==> src/rtl/pipe_hazard_ctrl.sv <==
// Pipeline control for the WISC core: a scoreboard of in-flight instructions after ID
// drives load-use/flag stalls, EX operand forwarding, memory-wait freezes and halt drain.
module pipe_hazard_ctrl #(
    parameter int RA_W       = 4,
    parameter int TRACK      = 3,
    parameter int LOAD_AVAIL = 2,
    parameter bit ZERO_REG   = 1'b1,
    parameter int SELW       = $clog2(TRACK + 1)
) (
    input  logic            clk,
    input  logic            rst,
    input  logic            id_valid,
    input  logic [RA_W-1:0] id_rs,
    input  logic [RA_W-1:0] id_rt,
    input  logic            id_rs_used,
    input  logic            id_rt_used,
    input  logic [RA_W-1:0] id_rd,
    input  logic            id_reg_wr,
    input  logic            id_is_load,
    input  logic            id_sets_flags,
    input  logic            id_uses_flags,
    input  logic            id_halt,
    input  logic            br_taken,
    input  logic            imem_busy,
    input  logic            dmem_busy,
    output logic            pc_we,
    output logic            ifid_we,
    output logic            ifid_flush,
    output logic            idex_bubble,
    output logic            pipe_we,
    output logic [SELW-1:0] fwd_a,
    output logic [SELW-1:0] fwd_b,
    output logic            hlt,
    output logic [15:0]     stall_cnt
);

    typedef enum logic [1:0] {
        RUN    = 2'd0,
        DRAIN  = 2'd1,
        HALTED = 2'd2
    } state_t;

    state_t state, state_nx;

    logic [TRACK-1:0] sb_valid;
    logic [TRACK-1:0] sb_reg_wr;
    logic [TRACK-1:0] sb_is_load;
    logic [TRACK-2:0] sb_halt;
    logic [RA_W-1:0]  sb_rd [TRACK];
    logic [RA_W-1:0]  ex_rs;
    logic [RA_W-1:0]  ex_rt;
    logic             ex_rs_used;
    logic             ex_rt_used;
    logic             ex_sets_flags;

    logic data_haz;
    logic flag_haz;
    logic stall;
    logic freeze;
    logic load_id;

    function automatic logic reg_match(input logic v, input logic wr,
                                       input logic [RA_W-1:0] rd, input logic [RA_W-1:0] r);
        return v && wr && (rd == r) && !(ZERO_REG && (r == '0));
    endfunction

    function automatic logic [15:0] sat_inc(input logic [15:0] c);
        return (c == 16'hFFFF) ? c : c + 16'd1;
    endfunction

    // A producer in slot k is usable by the ID instruction once k+1 reaches its availability slot
    always_comb begin
        data_haz = 1'b0;
        for (int k = 0; k < TRACK; k++) begin
            if ((k + 1) < (sb_is_load[k] ? LOAD_AVAIL : 1)) begin
                if (id_rs_used && reg_match(sb_valid[k], sb_reg_wr[k], sb_rd[k], id_rs))
                    data_haz = 1'b1;
                if (id_rt_used && reg_match(sb_valid[k], sb_reg_wr[k], sb_rd[k], id_rt))
                    data_haz = 1'b1;
            end
        end
        data_haz = data_haz && id_valid;
        flag_haz = id_valid && id_uses_flags && sb_valid[0] && ex_sets_flags;
        stall    = (data_haz || flag_haz) && (state == RUN);
    end

    // Descending scan so the youngest matching producer wins
    always_comb begin
        fwd_a = '0;
        fwd_b = '0;
        for (int k = TRACK - 1; k >= 1; k--) begin
            if (sb_valid[0] && ex_rs_used && reg_match(sb_valid[k], sb_reg_wr[k], sb_rd[k], ex_rs))
                fwd_a = SELW'(k);
            if (sb_valid[0] && ex_rt_used && reg_match(sb_valid[k], sb_reg_wr[k], sb_rd[k], ex_rt))
                fwd_b = SELW'(k);
        end
    end

    always_comb begin
        pc_we       = 1'b0;
        ifid_we     = 1'b0;
        ifid_flush  = 1'b0;
        idex_bubble = 1'b0;
        pipe_we     = 1'b0;
        load_id     = 1'b0;
        state_nx    = state;
        freeze      = dmem_busy || (state == HALTED);

        if (!freeze) begin
            pipe_we = 1'b1;
            if (stall) begin
                idex_bubble = 1'b1;
            end else begin
                ifid_we    = 1'b1;
                load_id    = 1'b1;
                pc_we      = !((imem_busy && !br_taken) || (state == DRAIN));
                ifid_flush = br_taken || imem_busy || (state == DRAIN);
            end
        end

        case (state)
            RUN:     if (load_id && id_valid && id_halt) state_nx = DRAIN;
            DRAIN:   if (pipe_we && sb_valid[TRACK-2] && sb_halt[TRACK-2]) state_nx = HALTED;
            HALTED:  state_nx = HALTED;
            default: state_nx = RUN;
        endcase
    end

    assign hlt = (state == HALTED);

    always_ff @(posedge clk or posedge rst) begin
        if (rst) state <= RUN;
        else     state <= state_nx;
    end

    always_ff @(posedge clk or posedge rst) begin
        if (rst)
            stall_cnt <= '0;
        else if ((stall || dmem_busy) && (state != HALTED))
            stall_cnt <= sat_inc(stall_cnt);
    end

    // Only the valid bits need reset; every other slot field is qualified by them
    always_ff @(posedge clk or posedge rst) begin
        if (rst)
            sb_valid <= '0;
        else if (pipe_we)
            sb_valid <= {sb_valid[TRACK-2:0], load_id && id_valid};
    end

    always_ff @(posedge clk) begin
        if (pipe_we) begin
            sb_reg_wr  <= {sb_reg_wr[TRACK-2:0], id_reg_wr};
            sb_is_load <= {sb_is_load[TRACK-2:0], id_is_load};
            sb_halt[0] <= id_halt;
            for (int k = 1; k < TRACK - 1; k++)
                sb_halt[k] <= sb_halt[k-1];
            for (int k = 1; k < TRACK; k++)
                sb_rd[k] <= sb_rd[k-1];
            sb_rd[0]      <= id_rd;
            ex_rs         <= id_rs;
            ex_rt         <= id_rt;
            ex_rs_used    <= id_rs_used;
            ex_rt_used    <= id_rt_used;
            ex_sets_flags <= id_sets_flags;
        end
    end

endmodule

==> config.mk <==
export PLATFORM = sky130hd
export DESIGN_NAME = pipe_hazard_ctrl
export DESIGN_NICKNAME = d
export VERILOG_FILES = /design/src/rtl/pipe_hazard_ctrl.sv
export SDC_FILE = /design/constraint.sdc
export NUM_CORES = 1
export LEC_CHECK = 0
export ABC_AREA = 1
export CORE_MARGIN = 5
export CORE_UTILIZATION = 35
export CTS_CLUSTER_DIAMETER = 200
export DETAILED_ROUTE_END_ITERATION = 6
export MAX_ROUTING_LAYER = met4
export PLACE_DENSITY = 0.57
export SYNTH_ARGS = -nofsm -noshare
export SYNTH_HDL_FRONTEND = slang
export SYNTH_SLANG_ARGS = --single-unit
==> constraint.sdc <==
create_clock -name clk -period 5.91 [get_ports clk]
set_input_delay 0.591 -clock clk [delete_from_list [all_inputs] [get_ports clk]]
set_output_delay 0.591 -clock clk [all_outputs]
set_load 0.01 [all_outputs]
-- Word level (Yosys, flattened, before mapping)
Memory sizes are Yosys's and may differ from the RTL's.
Index checks and enable logic that the tools add are counted.
- flip-flop bits (word level): 40
- logic and storage cells: 126
- memories kept: 1
- output and inout port bits: 26
- RAM bits: 12
- bitwise gates (word level): 1
- equality and inequality tests: 16
- reductions and logical operators: 65
- $lt $le $gt $ge: 3
- add/sub/neg operators: 1
- muxes and demuxes: 28
- memories (name ; words ; bits a word ; read ports ; clocked after memory_dff ; wr ports ; line ; text):
    sb_rd ; 3 ; 4 ; 3 ; 0 ; 3 ; 49 ; logic [RA_W-1:0] sb_rd [TRACK];
- operators with widths (kind ; number):
    $logic_and 1x1->1 ; 46
    $eq 4x4->1 ; 10
    $mux 1 ; 18
    $mux 2 ; 9
    $add 16x1->16 const B ; 1
    $eq 16x16->1 const B ; 1
    $logic_not 4->1 ; 4
    $logic_not 1->1 ; 6
    $logic_or 1x1->1 ; 6
    $pmux 2 s3 ; 1
    $lt 2x2->1 const A ; 2
    $ne 2x1->1 const B ; 2
    $reduce_and 2->1 ; 2
    $eq 2x1->1 const B ; 1
    $eq 2x2->1 const B ; 1
    $logic_not 2->1 ; 1
    $lt 1x2->1 const A ; 1
    $ne 2x2->1 const B ; 1
    $not 1->1 ; 1

-- Depth between registers and ports, before layout
- depth after elaboration: 22
- mapped depth: 16
- gate-level depth less buffers: 15

-- Worst setup path before layout
Ideal clock, no wire load.
- kind: flip-flop to output port
- from: register state[0]
- to: output pc_we
- slack: 2.507 ns
- arrival time: 2.812 ns
- required time: 5.319 ns
- stages on the path, launching flop included: 6
- cells stage by stage: dfrtp_1 > inv_1 > ha_1 > nor2_1 > nand2_1 > a211oi_1
- RTL lines (item ; line ; text):
    start, declared ; 43 ; state_t state, state_nx;
    start signal, assigned ; 133 ; else state <= state_nx;
    $eq 2x2->1 ; n/a ;
    via hlt ; 33 ; output logic hlt,
    $logic_or 1x1->1 ; 107 ; freeze = dmem_busy || (state == HALTED);
    $mux 1 ; 109 ; if (!freeze) begin
    end, declared ; 26 ; output logic pc_we,
The timed path passes the listed nets, and every way through them passes these cells.

-- Final worst setup path
- from: input id_rt[2]
- to: output pc_we
- cells in the longest elaborated chain, start to end: 17
- ends and longest elaborated chain (item ; line ; text):
    start, declared ; 14 ; input logic [RA_W-1:0] id_rt,
    $eq 4x4->1 / $logic_not 4->1 (equally long branches) ; 64 ; return v && wr && (rd == r) && !(ZERO_REG && (r == '0));
    $logic_and 1x1->1 / $logic_not 1->1 (equally long branches) ; 64 ;
    $logic_and 1x1->1 ; 64 ;
    $logic_and 1x1->1 ; 78 ; if (id_rt_used && reg_match(sb_valid[k], sb_reg_wr[k], sb_rd[k], id_rt))
    $mux 1 ; 78 ;
    $mux 1 ; 75 ; if ((k + 1) < (sb_is_load[k] ? LOAD_AVAIL : 1)) begin
    $mux 1 ; 76 ; if (id_rs_used && reg_match(sb_valid[k], sb_reg_wr[k], sb_rd[k], id_rs))
    $mux 1 ; 78 ;
    $mux 1 ; 75 ;
    $mux 1 ; 76 ;
    $mux 1 ; 78 ;
    $mux 1 (*) ; 75 ;
    $logic_and 1x1->1 (*) ; 82 ; data_haz = data_haz && id_valid;
    $logic_or 1x1->1 (*) ; 84 ; stall = (data_haz || flag_haz) && (state == RUN);
    $logic_and 1x1->1 (*) ; 84 ;
    $mux 1 (*) ; 111 ; if (stall) begin
    $mux 1 (*) ; 109 ;
Mark *: on every way between the ends. The rest lies on a longest branch, timed or not.

==> results.rst <==
.. list-table::
   :header-rows: 1

   * - Metric
     - Value
   * - Headroom to the max-slew limit
     - 0.436
   * - Initial core utilization
     - 0.359
   * - Vias in the first global route
     - 1949
   * - Post-CTS Setup Repair Bufs
     - 0
   * - Top cell type by total area after synthesis
     - sky130_fd_sc_hd__edfxtp_1
   * - Met3 WL
     - 238 microns
   * - Global placer's final weighted congestion
     - 0.812
   * - Register area share after synthesis
     - 0.539
   * - Maximum number of pins on one net before global-route repair
     - 37
   * - Number of maximum-capacitance violations
     - 0
   * - Design Area, Final
     - 3290 sq um
   * - Post-cts repair resize count
     - 0
   * - Total I/O pin count
     - 51
   * - Unrepaired setup endpoints after global routing
     - no
   * - Inserted Clock Buffers
     - 5
   * - Data required time of the critical path
     - 5.32 ns
   * - M1 wire length
     - 2500 microns
   * - Time the worst path needs with I/O delays and setup
     - 3.18 ns
   * - Count of cells along the worst hold path
     - 0
   * - Data arrival time of the critical path
     - 2.59 ns
   * - Number of cells traversed by the worst register-to-register path
     - 11
   * - Post-synthesis average cell area
     - 9.22 sq um
   * - Length of the first detailed-routing pass in iterations
     - 4
   * - Final Hold Viols
     - 0
   * - DRC errors left
     - 0
   * - Via count
     - 2040
   * - Top routing layer in use
     - met4
   * - Number of nets with antenna violations after routing
     - 0
   * - Sum Neg Setup Slack
     - 0 ns
   * - Drt total wl
     - 5690 microns
   * - Worst voltage drop across the vdd grid
     - 0.221 mV
   * - Die area
     - 9220 sq um
   * - Netlist area before placement
     - 2590 sq um
   * - Global-route wire length before repair
     - 9420 microns
   * - Number of max-slew violations in the final report
     - 0
   * - Die Wd
     - 96.0 microns
   * - Leakage component of the power
     - 0.00139 uW
   * - Root buffer cell
     - sky130_fd_sc_hd__clkbuf_8
   * - Series of cell instances along the critical path
     - clkdlybuf4s50_1 > inv_1 > nand2_1 > nand2_1 > nand2_1 > nor2_1 > nand3_1 > nand2_1 > nand2_1 > nand2_1 > nand2_2 > nand2_1 > a211oi_1 > clkdlybuf4s50_1
   * - Result of the run
     - completed
   * - Number of cells produced by synthesis
     - 281
   * - Share of the synthesized area in the top cell type
     - 0.336
   * - Total gr overflow
     - 0
   * - Routed length on met2
     - 2930 microns
   * - Antenna fix cells
     - 0
   * - Top cell by count, worst path
     - sky130_fd_sc_hd__nand2_1
   * - Yosys warning total
     - 0
   * - Post-layout net count
     - 366
   * - Core outline area
     - 7210 sq um
   * - Count of buffers inserted at the top-level ports
     - 50
   * - Kind of end point of the critical path
     - primary output
   * - Number of H-tree levels
     - 2
   * - PD cells
     - 312 nW/um^2
   * - Fmax achieved
     - 0.314 GHz
   * - Count of clock tree sinks
     - 50
   * - Floorplan row count
     - 31
   * - Setup clock skew after layout
     - 0.00892 ns
   * - Average wire per standard cell
     - 13.0 microns
   * - Deepest clock path buffer count
     - 2
   * - Number of design-rule violations left by the first detailed-router iteration
     - 70
   * - Slowest stage delay, CP
     - 0.57 ns
   * - Number of library cell types mapped by synthesis
     - 29
   * - Total setup violations reported at the end of the flow
     - 0
   * - Start-to-end type of the worst setup path
     - in2out
   * - Post-route fraction of the period consumed by the critical path
     - 0.538
   * - Critical path's slowest cell
     - sky130_fd_sc_hd__clkdlybuf4s50_1
   * - Total of hold buffers inserted after clock tree synthesis
     - 0
   * - Final HPWL from detailed placement
     - 4300 microns
   * - HP Class
     - reg2reg
   * - TritonCTS clock tree
     - built
   * - Insertion delay to the later sink of the worst-skew pair
     - 0.30 ns
   * - Clock transition at the registers of the reported paths
     - 0.09 ns
   * - Via count normalized by instance count
     - 4.67
   * - Antenna violations before repair
     - 0
   * - Startpoint kind of the worst setup timing path
     - input pin
   * - Ratio of cells with drive above 1 in the final layout
     - 0.0562
   * - Flip-flop and latch count after synthesis
     - 50
   * - Synth-to-Final Area Change
     - 26.9%
   * - Cell area reported after detailed placement
     - 3200 sq um
   * - Leading cell types by total area after synthesis
     - sky130_fd_sc_hd__edfxtp_1, sky130_fd_sc_hd__dfrtp_1, sky130_fd_sc_hd__nand2_1, sky130_fd_sc_hd__inv_1, sky130_fd_sc_hd__xor2_1
   * - Total GRT Usage
     - 0.134
   * - Critical path fanouts, max
     - 4
   * - Die boundary height
     - 96.0 microns
   * - Transition at the pin with the smallest max-transition slack
     - 0.846 ns
   * - Final design utilization
     - 0.456
   * - Syn nets
     - 310
## cell type report
cell class / instances / area, sq um
Timing Repair Buffer: 51 / 508
Clock buffer: 5 / 68.8
Tap cell: 99 / 124
Multi-Input combinational cell: 186 / 1010
Inverter: 43 / 161
Clock inverter: 3 / 16.3
Fill cell: 733 / 3930
Sequential cell: 50 / 1400
## sequential cells by signal, summed over array words and instances (netlist names)
register	cells
sb_reg_wr	3
ex_rt	4
sb_valid	3
ex_rs	4
sb_halt	2
stall_cnt	16
sb_rd	12
ex_sets_flags	1
ex_rs_used	1
sb_is_load	1
ex_rt_used	1
state	2
## power by group
| part | internal, uW | switching, uW | leakage [uW] | total, uW |
|---|---|---|---|---|
| logic | 137 | 175 | 0.000795 | 312 |
| clock network | 81.3 | 114 | 0.0000416 | 195 |
| registers | 452 | 65.9 | 0.000558 | 518 |
## kinds of logic (layout without fill, tap and decap cells)
group | after synthesis | count (layout) | share of synthesized area
compound gates | 23 | 23 | 0.0512
xor+xnor | 22 | 22 | 0.0744
fa+ha+maj | 4 | 4 | 0.0193
buf+inv | 45 | 102 | 0.0710
flops | 50 | 50 | 0.539
simple gates | 137 | 137 | 0.245
## worst max-delay path: cells and delay by family
| kind | cells | cell delay, ns |
|---|---|---|
| AO/OA/AOI/OAI | 1 | 0.18 |
| buffers and inverters | 3 | 1.14 |
| AND/OR/NAND/NOR | 10 | 0.67 |
## synthesized netlist by cell type, drive strengths merged
cell type,count
buf,2
ha,4
nand3b,3
nand3,24
nor2,18
nand4,7
o31ai,1
a21oi,3
dfrtp,21
o21ai,14
nor3,6
clkinv,1
o22ai,2
edfxtp,29
xor2,14
nor4,5
inv,42
or4,1
xnor2,8
o211ai,1
a211oi,2
nand2,73
## cell usage in the layout, fill, tap and decap left out, types with 8 or more instances in the layout
cell / Yosys / layout
sky130_fd_sc_hd__xor2_1: 14 / 14
sky130_fd_sc_hd__nand2_1: 70 / 70
sky130_fd_sc_hd__inv_1: 40 / 40
sky130_fd_sc_hd__xnor2_1: 8 / 8
sky130_fd_sc_hd__nor2_1: 16 / 15
sky130_fd_sc_hd__clkdlybuf4s50_1: 0 / 50
sky130_fd_sc_hd__nand3_1: 23 / 23
sky130_fd_sc_hd__dfrtp_1: 21 / 21
sky130_fd_sc_hd__edfxtp_1: 29 / 29
## through the flow
stage          instances  power [uW]  hold slack [ns]  worst slack [ns]
3_3_place_gp         429         838            0.409              2.73
3_5_place_dp         429         842            0.425              2.67
2_1_floorplan        281         713            0.400              2.51
5_1_grt              437        1100            0.449              2.53
6_report             437        1030            0.439              2.73
4_1_cts              437        1040            0.447              2.68
## worst paths after layout
path,endpoint,start,slack (ns)
min,sb_halt[1],sb_halt[0],0.44
max in group asynchronous,stall_cnt[4],rst,4.63
max,pc_we,id_rt[2],2.73
max reg2reg,state[1],state[0],3.96
min in group asynchronous,sb_valid[0],rst,0.75
min reg2reg,sb_halt[1],sb_halt[0],0.44
## layer usage
metal	vias to the layer above	global-route usage
met4	0	0.0320
met3	4	0.0297
met5	-	-
met1	958	0.168
li1	1037	-
met2	41	0.219
No activity file was read; power rests on OpenSTA's default activity.
